File: src/rtl/bakraid_snd_out.sv
// Batrider/Bakraid audio output stage: sample FIFO, output-rate re-timing, DC blocker, 4.4 gain, pause fade.
// Define BAKRAID_SND_DCBLOCK_EN to build the DC blocker; otherwise stage 2 is a plain register.
module bakraid_snd_out #(
  parameter int FIFO_AW   = 3,
  parameter int DC_SHIFT  = 8,
  parameter int FADE_STEP = 64
) (
  input  logic               CLK,
  input  logic               RESET,
  input  logic               IN_VALID,
  input  logic signed [15:0] IN_SAMPLE,
  input  logic               OUT_CEN,
  input  logic [7:0]         GAIN,
  input  logic               PAUSE,
  input  logic               CLR_FLAGS,
  output logic signed [15:0] OUT_L,
  output logic signed [15:0] OUT_R,
  output logic               OUT_STROBE,
  output logic               PEAK,
  output logic               OVF,
  output logic               UNF,
  output logic [FIFO_AW:0]   FILL
);
  localparam int DEPTH = 1 << FIFO_AW;
  localparam int CW    = (FADE_STEP > 1) ? $clog2(FADE_STEP) : 1;
  localparam logic [FIFO_AW:0]   FILL_ONE = 1;
  localparam logic [FIFO_AW-1:0] PTR_ONE  = 1;
  localparam logic [CW-1:0]      CNT_ONE  = 1;
  localparam logic [CW-1:0]      CNT_LAST = CW'(FADE_STEP - 1);

  if (DC_SHIFT < 1 || DC_SHIFT > 19 || FADE_STEP < 1) begin : g_bad_params
    $error("bakraid_snd_out: DC_SHIFT must be 1..19 and FADE_STEP >= 1");
  end

  typedef enum logic [1:0] {PLAY, FADE_OUT, MUTED, FADE_IN} fade_state_e;

  function automatic logic ovr16(input logic signed [29:0] v);
    return (v > 30'sd32767) || (v < -30'sd32768);
  endfunction

  function automatic logic signed [15:0] sat16(input logic signed [29:0] v);
    if (v > 30'sd32767)       return 16'sh7fff;
    else if (v < -30'sd32768) return 16'sh8000;
    else                      return v[15:0];
  endfunction

  // ---------------- FIFO ----------------
  logic signed [15:0]  mem_q [DEPTH];
  logic [FIFO_AW-1:0]  wr_ptr_q, rd_ptr_q;
  logic [FIFO_AW:0]    fill_q, fill_d;
  logic                full, empty, push, pop;
  logic                ovf_q, unf_q;

  assign full  = fill_q[FIFO_AW];
  assign empty = (fill_q == '0);
  assign pop   = OUT_CEN && !empty;
  // A full FIFO still accepts a write when a read frees a slot in the same cycle.
  assign push  = IN_VALID && (!full || pop);

  // NOTE: every variable assigned in always_comb gets a default first, or a latch is inferred.
  always_comb begin
    fill_d = fill_q;
    if (push && !pop)      fill_d = fill_q + FILL_ONE;
    else if (pop && !push) fill_d = fill_q - FILL_ONE;
  end

  // NOTE: the sample storage has no reset; pointers and fill count define what is valid.
  always_ff @(posedge CLK) begin
    if (push) mem_q[wr_ptr_q] <= IN_SAMPLE;
  end

  // NOTE: sequential state uses non-blocking assignments so every register samples pre-edge values.
  always_ff @(posedge CLK or posedge RESET) begin
    if (RESET) begin
      wr_ptr_q <= '0;
      rd_ptr_q <= '0;
      fill_q   <= '0;
      ovf_q    <= 1'b0;
      unf_q    <= 1'b0;
    end else begin
      if (push) wr_ptr_q <= wr_ptr_q + PTR_ONE;
      if (pop)  rd_ptr_q <= rd_ptr_q + PTR_ONE;
      fill_q <= fill_d;
      if (IN_VALID && full && !pop) ovf_q <= 1'b1;
      else if (CLR_FLAGS)           ovf_q <= 1'b0;
      if (OUT_CEN && empty)         unf_q <= 1'b1;
      else if (CLR_FLAGS)           unf_q <= 1'b0;
    end
  end

  // ---------------- fade FSM ----------------
  fade_state_e    state_q;
  logic [4:0]     f_q;
  logic [CW-1:0]  cnt_q;

  always_ff @(posedge CLK or posedge RESET) begin
    if (RESET) begin
      state_q <= PLAY;
      f_q     <= 5'd16;
      cnt_q   <= '0;
    end else begin
      unique case (state_q)
        PLAY: if (PAUSE) begin
          state_q <= FADE_OUT;
          cnt_q   <= '0;
        end
        MUTED: if (!PAUSE) begin
          state_q <= FADE_IN;
          cnt_q   <= '0;
        end
        FADE_OUT:
          if (!PAUSE) begin
            state_q <= (f_q == 5'd16) ? PLAY : FADE_IN;
            cnt_q   <= '0;
          end else if (OUT_CEN) begin
            if (cnt_q == CNT_LAST) begin
              cnt_q <= '0;
              f_q   <= f_q - 5'd1;
              if (f_q == 5'd1) state_q <= MUTED;
            end else begin
              cnt_q <= cnt_q + CNT_ONE;
            end
          end
        FADE_IN:
          if (PAUSE) begin
            state_q <= (f_q == 5'd0) ? MUTED : FADE_OUT;
            cnt_q   <= '0;
          end else if (OUT_CEN) begin
            if (cnt_q == CNT_LAST) begin
              cnt_q <= '0;
              f_q   <= f_q + 5'd1;
              if (f_q == 5'd15) state_q <= PLAY;
            end else begin
              cnt_q <= cnt_q + CNT_ONE;
            end
          end
        default: state_q <= PLAY;
      endcase
    end
  end

  // ---------------- pipeline ----------------
  logic               v1_q, v2_q, strobe_q, peak_q;
  logic signed [15:0] x_q, d_q, out_q, d_next;

`ifdef BAKRAID_SND_DCBLOCK_EN
  logic signed [19:0] x_prev_q, y_q, y_d;

  always_comb y_d = 20'(x_q) - x_prev_q + y_q - (y_q >>> DC_SHIFT);

  always_ff @(posedge CLK or posedge RESET) begin
    if (RESET) begin
      x_prev_q <= '0;
      y_q      <= '0;
    end else if (v1_q) begin
      x_prev_q <= 20'(x_q);
      y_q      <= y_d;
    end
  end

  assign d_next = sat16(30'(y_d));
`else
  assign d_next = x_q;
`endif

  logic signed [24:0] gp;
  logic signed [23:0] p;
  logic signed [29:0] pf, q;

  always_comb begin
    gp = 25'(d_q) * 25'($signed({1'b0, GAIN}));
    p  = 24'(gp >>> 4);
    pf = 30'(p) * 30'($signed({1'b0, f_q}));
    q  = pf >>> 4;
  end

  // x_q doubles as the held sample: it only changes when a pop succeeds.
  always_ff @(posedge CLK or posedge RESET) begin
    if (RESET) begin
      v1_q     <= 1'b0;
      v2_q     <= 1'b0;
      x_q      <= '0;
      d_q      <= '0;
      out_q    <= '0;
      strobe_q <= 1'b0;
      peak_q   <= 1'b0;
    end else begin
      v1_q     <= OUT_CEN;
      v2_q     <= v1_q;
      strobe_q <= v2_q;
      peak_q   <= v2_q && ovr16(q);
      if (pop)  x_q   <= mem_q[rd_ptr_q];
      if (v1_q) d_q   <= d_next;
      if (v2_q) out_q <= sat16(q);
    end
  end

  assign OUT_L      = out_q;
  assign OUT_R      = out_q;
  assign OUT_STROBE = strobe_q;
  assign PEAK       = peak_q;
  assign OVF        = ovf_q;
  assign UNF        = unf_q;
  assign FILL       = fill_q;
endmodule
File: config.mk
export PLATFORM = sky130hd
export DESIGN_NAME = bakraid_snd_out
export DESIGN_NICKNAME = d
export VERILOG_FILES = /design/src/rtl/bakraid_snd_out.sv
export SDC_FILE = /design/constraint.sdc
export NUM_CORES = 1
export LEC_CHECK = 0
export BUFFER_PORTS_ARGS = -buffer_cell sky130_fd_sc_hd__buf_2
export CAP_MARGIN = 20
export CORE_MARGIN = 2
export CORE_UTILIZATION = 50
export CTS_BUF_LIST = sky130_fd_sc_hd__clkbuf_8
export DETAILED_ROUTE_END_ITERATION = 10
export GPL_ROUTABILITY_DRIVEN = 0
export GPL_TIMING_DRIVEN = 0
export PLACE_DENSITY = 0.68
export SYNTH_ARGS = -nofsm -noshare
export SYNTH_HDL_FRONTEND = slang
export SYNTH_SLANG_ARGS = --single-unit
File: constraint.sdc
create_clock -name CLK -period 9.2 [get_ports CLK]
set_input_delay 1.84 -clock CLK [delete_from_list [all_inputs] [get_ports CLK]]
set_output_delay 1.84 -clock CLK [all_outputs]
set_load 0.01 [all_outputs]
Word-level counts from Yosys, hierarchy flattened:

Memory sizes are Yosys's and may differ from the RTL's. A register that Yosys moved wholly into a read port is not among the register bits.
Cells that the tools add are included.

* register bits: 61
* memory bits (writable): 128
* bits of input ports: 30
* output and inout bits: 40
* logic and storage cells: 107
* memories: 1

* add/subtract/negate cells: 7
* multiply operators: 2
* order comparisons: 2
* equality and inequality tests: 21
* muxes and demuxes: 36
* reductions and logical operators: 24

Memory list
* mem_q: depth 8, width 16, rd ports 1, clocked after Yosys merged registers in 1, write ports 1, RTL line 48 `logic signed [15:0] mem_q [DEPTH];`

Operators by type and width (count)
* two-way mux 6 bit: 6
* two-way mux 16 bit: 2
* two-way mux 5 bit: 6
* multiplier 21 x 6 -> 27 bit: 1
* multiplier 16 x 9 -> 25 bit: 1
* two-way mux 2 bit: 12
* case mux 6 bit (4 select lines): 1
* greater-than comparator 23 x 16 -> 1 bit, second input constant: 1
* less-than comparator 23 x 16 -> 1 bit, second input constant: 1
* != test 3 bit, second input constant: 6
* != test 2 bit, second input constant: 8
* case mux 5 bit (2 select lines): 1
* logical AND 1 bit: 8
* two-way mux 4 bit: 2
* case mux 2 bit (4 select lines): 1
* AND reduction 8 bit: 1
* nonzero test 2 bit: 4
* AND reduction 7 bit: 1
* adder 3 x 1 -> 3 bit, second input constant: 2
* adder 6 x 1 -> 6 bit, second input constant: 1
* equality test 6 bit, second input constant: 1
* adder 5 x 1 -> 5 bit, second input constant: 1
* equality test 5 x 1 -> 1 bit, second input constant: 1
* equality test 5 x 4 -> 1 bit, second input constant: 1
* other kinds (13): 22

Depth between registers and ports, before layout:

* depth after elaboration: 9
* mapped depth: 38
* depth with buffers taken out: 35

Worst setup path after synthesis:

No wires, ideal clock.

* path type: input to register
* start point: input port GAIN[2]
* end point: register out_q[2], in the netlist OUT_L[2]
* library setup time: 0.157 ns
* arrival: 10.591 ns
* required time: 9.043 ns
* path slack: -1.548 ns
* cell stages on the path: 35
* path buffers: 2
* path through: clkbuf_1 > nand2_1 > fa_1 > inv_1 > fa_1 > fa_1 > inv_1 > fa_1 > inv_1 > ha_1 > a21o_1 > a21oi_1 > o21ai_0 > a21oi_1 > o21ai_0 > o21a_1 > o21ai_1 > nand4_1 > nor3b_1 > fa_1 > inv_1 > fa_1 > inv_1 > fa_1 > inv_1 > ha_1 > nand2_2 > o31a_1 > or4_1 > o21ai_2 > xor2_1 > or4_4 > o31ai_4 > buf_6 > a311oi_2

* cells in the longest elaborated chain, start to end: 5
* elaborated cells on any way between the ends: 6
* those cells by class: mul: 2; order compare: 2; mux: 2

Ends and longest elaborated chain
* from (decl): RTL line 13 `input logic [7:0] GAIN,`
* multiplier 16 x 9 -> 25 bit *: RTL line 171 `gp = 25'(d_q) * 25'($signed({1'b0, GAIN}));`
* multiplier 21 x 6 -> 27 bit *: RTL line 173 `pf = 30'(p) * 30'($signed({1'b0, f_q}));`
* less-than comparator 23 x 16 -> 1 bit: RTL line 43 `else if (v < -30'sd32768) return 16'sh8000;`
* two-way mux 16 bit: RTL line 43
* two-way mux 16 bit *: RTL line 42 `if (v > 30'sd32767) return 16'sh7fff;`
* to (signal assigned): RTL line 194 `if (v2_q) out_q <= sat16(q);`
* to (decl): RTL line 144 `logic signed [15:0] x_q, d_q, out_q, d_next;`

Every way passes the cells marked *; elsewhere a longest branch is shown, timed or not.
A chain may end at the register's enable or synchronous reset.

Final worst setup path:

* start point: input port GAIN[2]
* end point: register out_q[3], in the netlist OUT_L[3]

Same word-level chain as after synthesis.

==> results.toml <==
[setup_path]
slowest_stage = "fa_1"
r2r_slack_ns = -0.06
r2r-end = "OUT_L[3]"
path_delay_family = "adder cells"
critPathMaxStageDelay_ns = 0.56
cp.depth = 37
crit_type = "primary input to register"
cp-end-kind = "register"
reg2regPathDepth = 33
path_common_cell = "fa_1"
cp.arrival_ns = 10.38
critical_path_buf_inv_count = 12
worstPathMaxFanout = 7
setup.worst_path.start_class = "primary input"
r2r-start = "d_q[15]"
worstPathRequired_ns = 9.56

[cts]
clockRootBuffer = "clkbuf_8"
clock-sinks = 205
cts_buffers = 35
cts.htree.levels = 2
cts_tree = "yes"
clkLatencyLatePin_ns = 0.54
clock_path_buffers = 3
clkTransAtPathRegs_ns = 0.06
hold_buffers = 0

[timing]
finalClockSkew_ns = 0.0156
whs_ns = 0.473
grt_setup_unrepaired = "yes"
period_share_pct = 109
slew_headroom_pct = 36.9
tns_ns = -12.59
slew_violations = 0
setup_viol = 17
finalHoldViolations = 0
min_period_ns = 10.02
worst_pin_slew_ns = 0.947
fin_ws_ns = -0.819
max_freq_mhz = 99.8

[outcome]
violations = "negative setup slack"
status = "complete, but fails checks"

[drt]
first_pass_iters = 5
vias = 12345
routed_via_density = 5.51
wl_met1_um = 17600
drt_iter0_markers = 895
dr_wl_met2_um = 18900
routed_wl_um = 39300
wl_per_cell_um = 17.6
highest_layer = "met4"
ant_nets = 0
drc = 0
route.met3.wl_um = 2230

[placed_design]
io_buffers = 69
dpl_cell_area_sq_mm = 0.0186
dp_hpwl_um = 28900

[synth]
syn_inst = 1598
async_flop_share_pct = 37.6
ys_seq_area_share_pct = 33.5
yosysUniqueCellTypes = 80
synthFlopType = "edfxtp_1"
ys_ff_latch = 205
synth_nets = 1899
synth_edf_count = 128
ys_warn_count = 0
postSynthAreaPerCell_sq_um = 10.8
syn-cell-area_sq_mm = 0.0172

[global_routing]
grt_start_max_net_pins = 59
grt_pass1_wl_um = 65500
grt_usage_pct = 23.0
grt_overflow = 0
grt_pass1_vias = 13031
antenna_found_initial = 0

[finish]
nNetsFinal = 2068
area_delta_synth_final_pct = 18.4
drive_above_1_share_pct = 22.9
final_area_sq_mm = 0.0204
fin_util_pct = 60.5
diodes = 0

[job]
max-cap-violations = 0

[floorplan]
initial_core_util_pct = 51.1
die_w_um = 189
die_h_um = 189
dieArea_sq_mm = 0.0359
ios = 70
rows = 67
core_sq_mm = 0.0337

[worst_hold_path]
holdPathStages = 2
hold_path_class = "register to register"
worstHoldEndpoint = "d_next[7]"
min-delay-start = "d_next[7]"
==> area by class of cell <==
type | instances | area (sq um)
clock buffer | 39 | 537
tap | 448 | 561
inverter | 248 | 933
multi-input combinational | 1067 | 10900
buffer | 75 | 503
fill | 2796 | 13300
sequential | 205 | 5770
timing repair buffer | 135 | 1070
clock inverter | 24 | 143
==> flip-flops by register name (all words and copies together), names as in the netlist, named ones only <==
| name | cells |
|---|---|
| mem_q | 128 |
| OUT_L | 16 |
| d_next | 16 |
| d_q | 16 |
| cnt_q | 6 |
| f_q | 5 |
| FILL | 4 |
| rd_ptr_q | 3 |
| wr_ptr_q | 3 |
| OUT_STROBE | 1 |
| OVF | 1 |
| PEAK | 1 |
| UNF | 1 |
| state_q | 1 |
| v1_q | 1 |
| v2_q | 1 |
==> routing by layer <==
metal,GRT usage [%],vias to the layer above
met5,0,-
met4,5.16,0
met1,31.8,6292
met3,3.78,54
li1,-,5684
met2,38.3,315
==> synthesized netlist by cell type, types with 7 or more instances <==
cell      instances  area [sq um]
inv_1           247           927
fa_1            164          3280
nand2_1         156           586
and2_1          137           857
edfxtp_1        128          3840
ha_1            107          1340
dfrtp_1          76          1900
nor2_1           57           214
clkbuf_1         46           173
a21oi_1          42           210
o21ai_0          40           200
xnor2_1          35           307
mux4_2           32           721
xor2_1           25           219
mux2i_1          21           210
nand2b_1         21           131
nor3_1           21           105
mux2_2           20           225
buf_4            18           135
nand4_1          15          93.8
a21o_1           14           105
nand3_1          14          70.1
a311oi_1         10          87.6
a31oi_1          10          62.6
nor4_1            9          56.3
a311oi_2          8           120
a211oi_1          7          52.6
nor2b_1           7          43.8
o21bai_1          7          52.6
==> per-stage QoR <==
stage | setup slack, ns | cells
final | -0.819 | 2241
after global routing | -1.10 | 2241
after CTS | -0.721 | 2229
after detailed placement | -2.02 | 2124
after global placement | -1.91 | 2115
after floorplan | -0.782 | 1598
==> repair_timing <==
action,in CTS,in global routing
gates cloned,3,1
endpoints found under the setup margin,17,17
endpoints found under the hold margin,0,0
resized for setup,82,72
pin swaps,49,51
setup buffers,41,11
==> cell families after synthesis <==
logic type               synth area share, %
AND/OR/NAND/NOR                         13.6
AO/OA/AOI/OAI                           8.47
flip-flops                              33.5
XOR/XNOR                                3.05
buffers and inverters                   7.78
adder cells (fa/ha/maj)                 26.9
multiplexers                            6.72
==> cells in the final DEF, fill, tap and decap left out, types with 10 or more instances in the layout <==
| cell type | n |
|---|---|
| mux4_2 | 32 |
| edfxtp_1 | 128 |
| a21o_1 | 14 |
| nand3_1 | 14 |
| dfrtp_1 | 76 |
| mux2_2 | 19 |
| nand2_1 | 143 |
| buf_6 | 13 |
| nand2b_1 | 21 |
| fa_1 | 160 |
| xnor2_1 | 33 |
| ha_1 | 92 |
| mux2i_1 | 20 |
| clkbuf_1 | 35 |
| clkbuf_8 | 41 |
| buf_4 | 67 |
| inv_1 | 246 |
| nand2_2 | 10 |
| ha_4 | 10 |
| nand4_1 | 15 |
| buf_8 | 10 |
| a21oi_1 | 31 |
| a311oi_2 | 10 |
| and2_1 | 134 |
| o21ai_0 | 35 |
| xor2_1 | 20 |
| nor2_1 | 48 |
| nor3_1 | 15 |
| buf_2 | 63 |
| inv_2 | 13 |
==> worst reg2reg max path: cells and delay by family (launching register included) <==
family / cells / cell delay, ns
simple gates: 4 / 1.10
xor+xnor: 1 / 0.18
compound gates: 10 / 2.03
fa+ha+maj: 9 / 4.33
flops: 1 / 0.32
buf+inv: 9 / 1.13
==> worst max path at each step <==
| stage | start | to |
|---|---|---|
| finish | GAIN[2] | OUT_L[3] |
| global route | GAIN[2] | OUT_L[4] |
| CTS | GAIN[0] | OUT_L[3] |
| detailed placement | GAIN[3] | OUT_L[2] |
| global placement | GAIN[6] | OUT_L[3] |
| floorplan | GAIN[4] | OUT_L[2] |
Power is left out: the tool's default activity adds up to more than one toggle a clock period on the data nets, which glitch-free logic cannot reach.
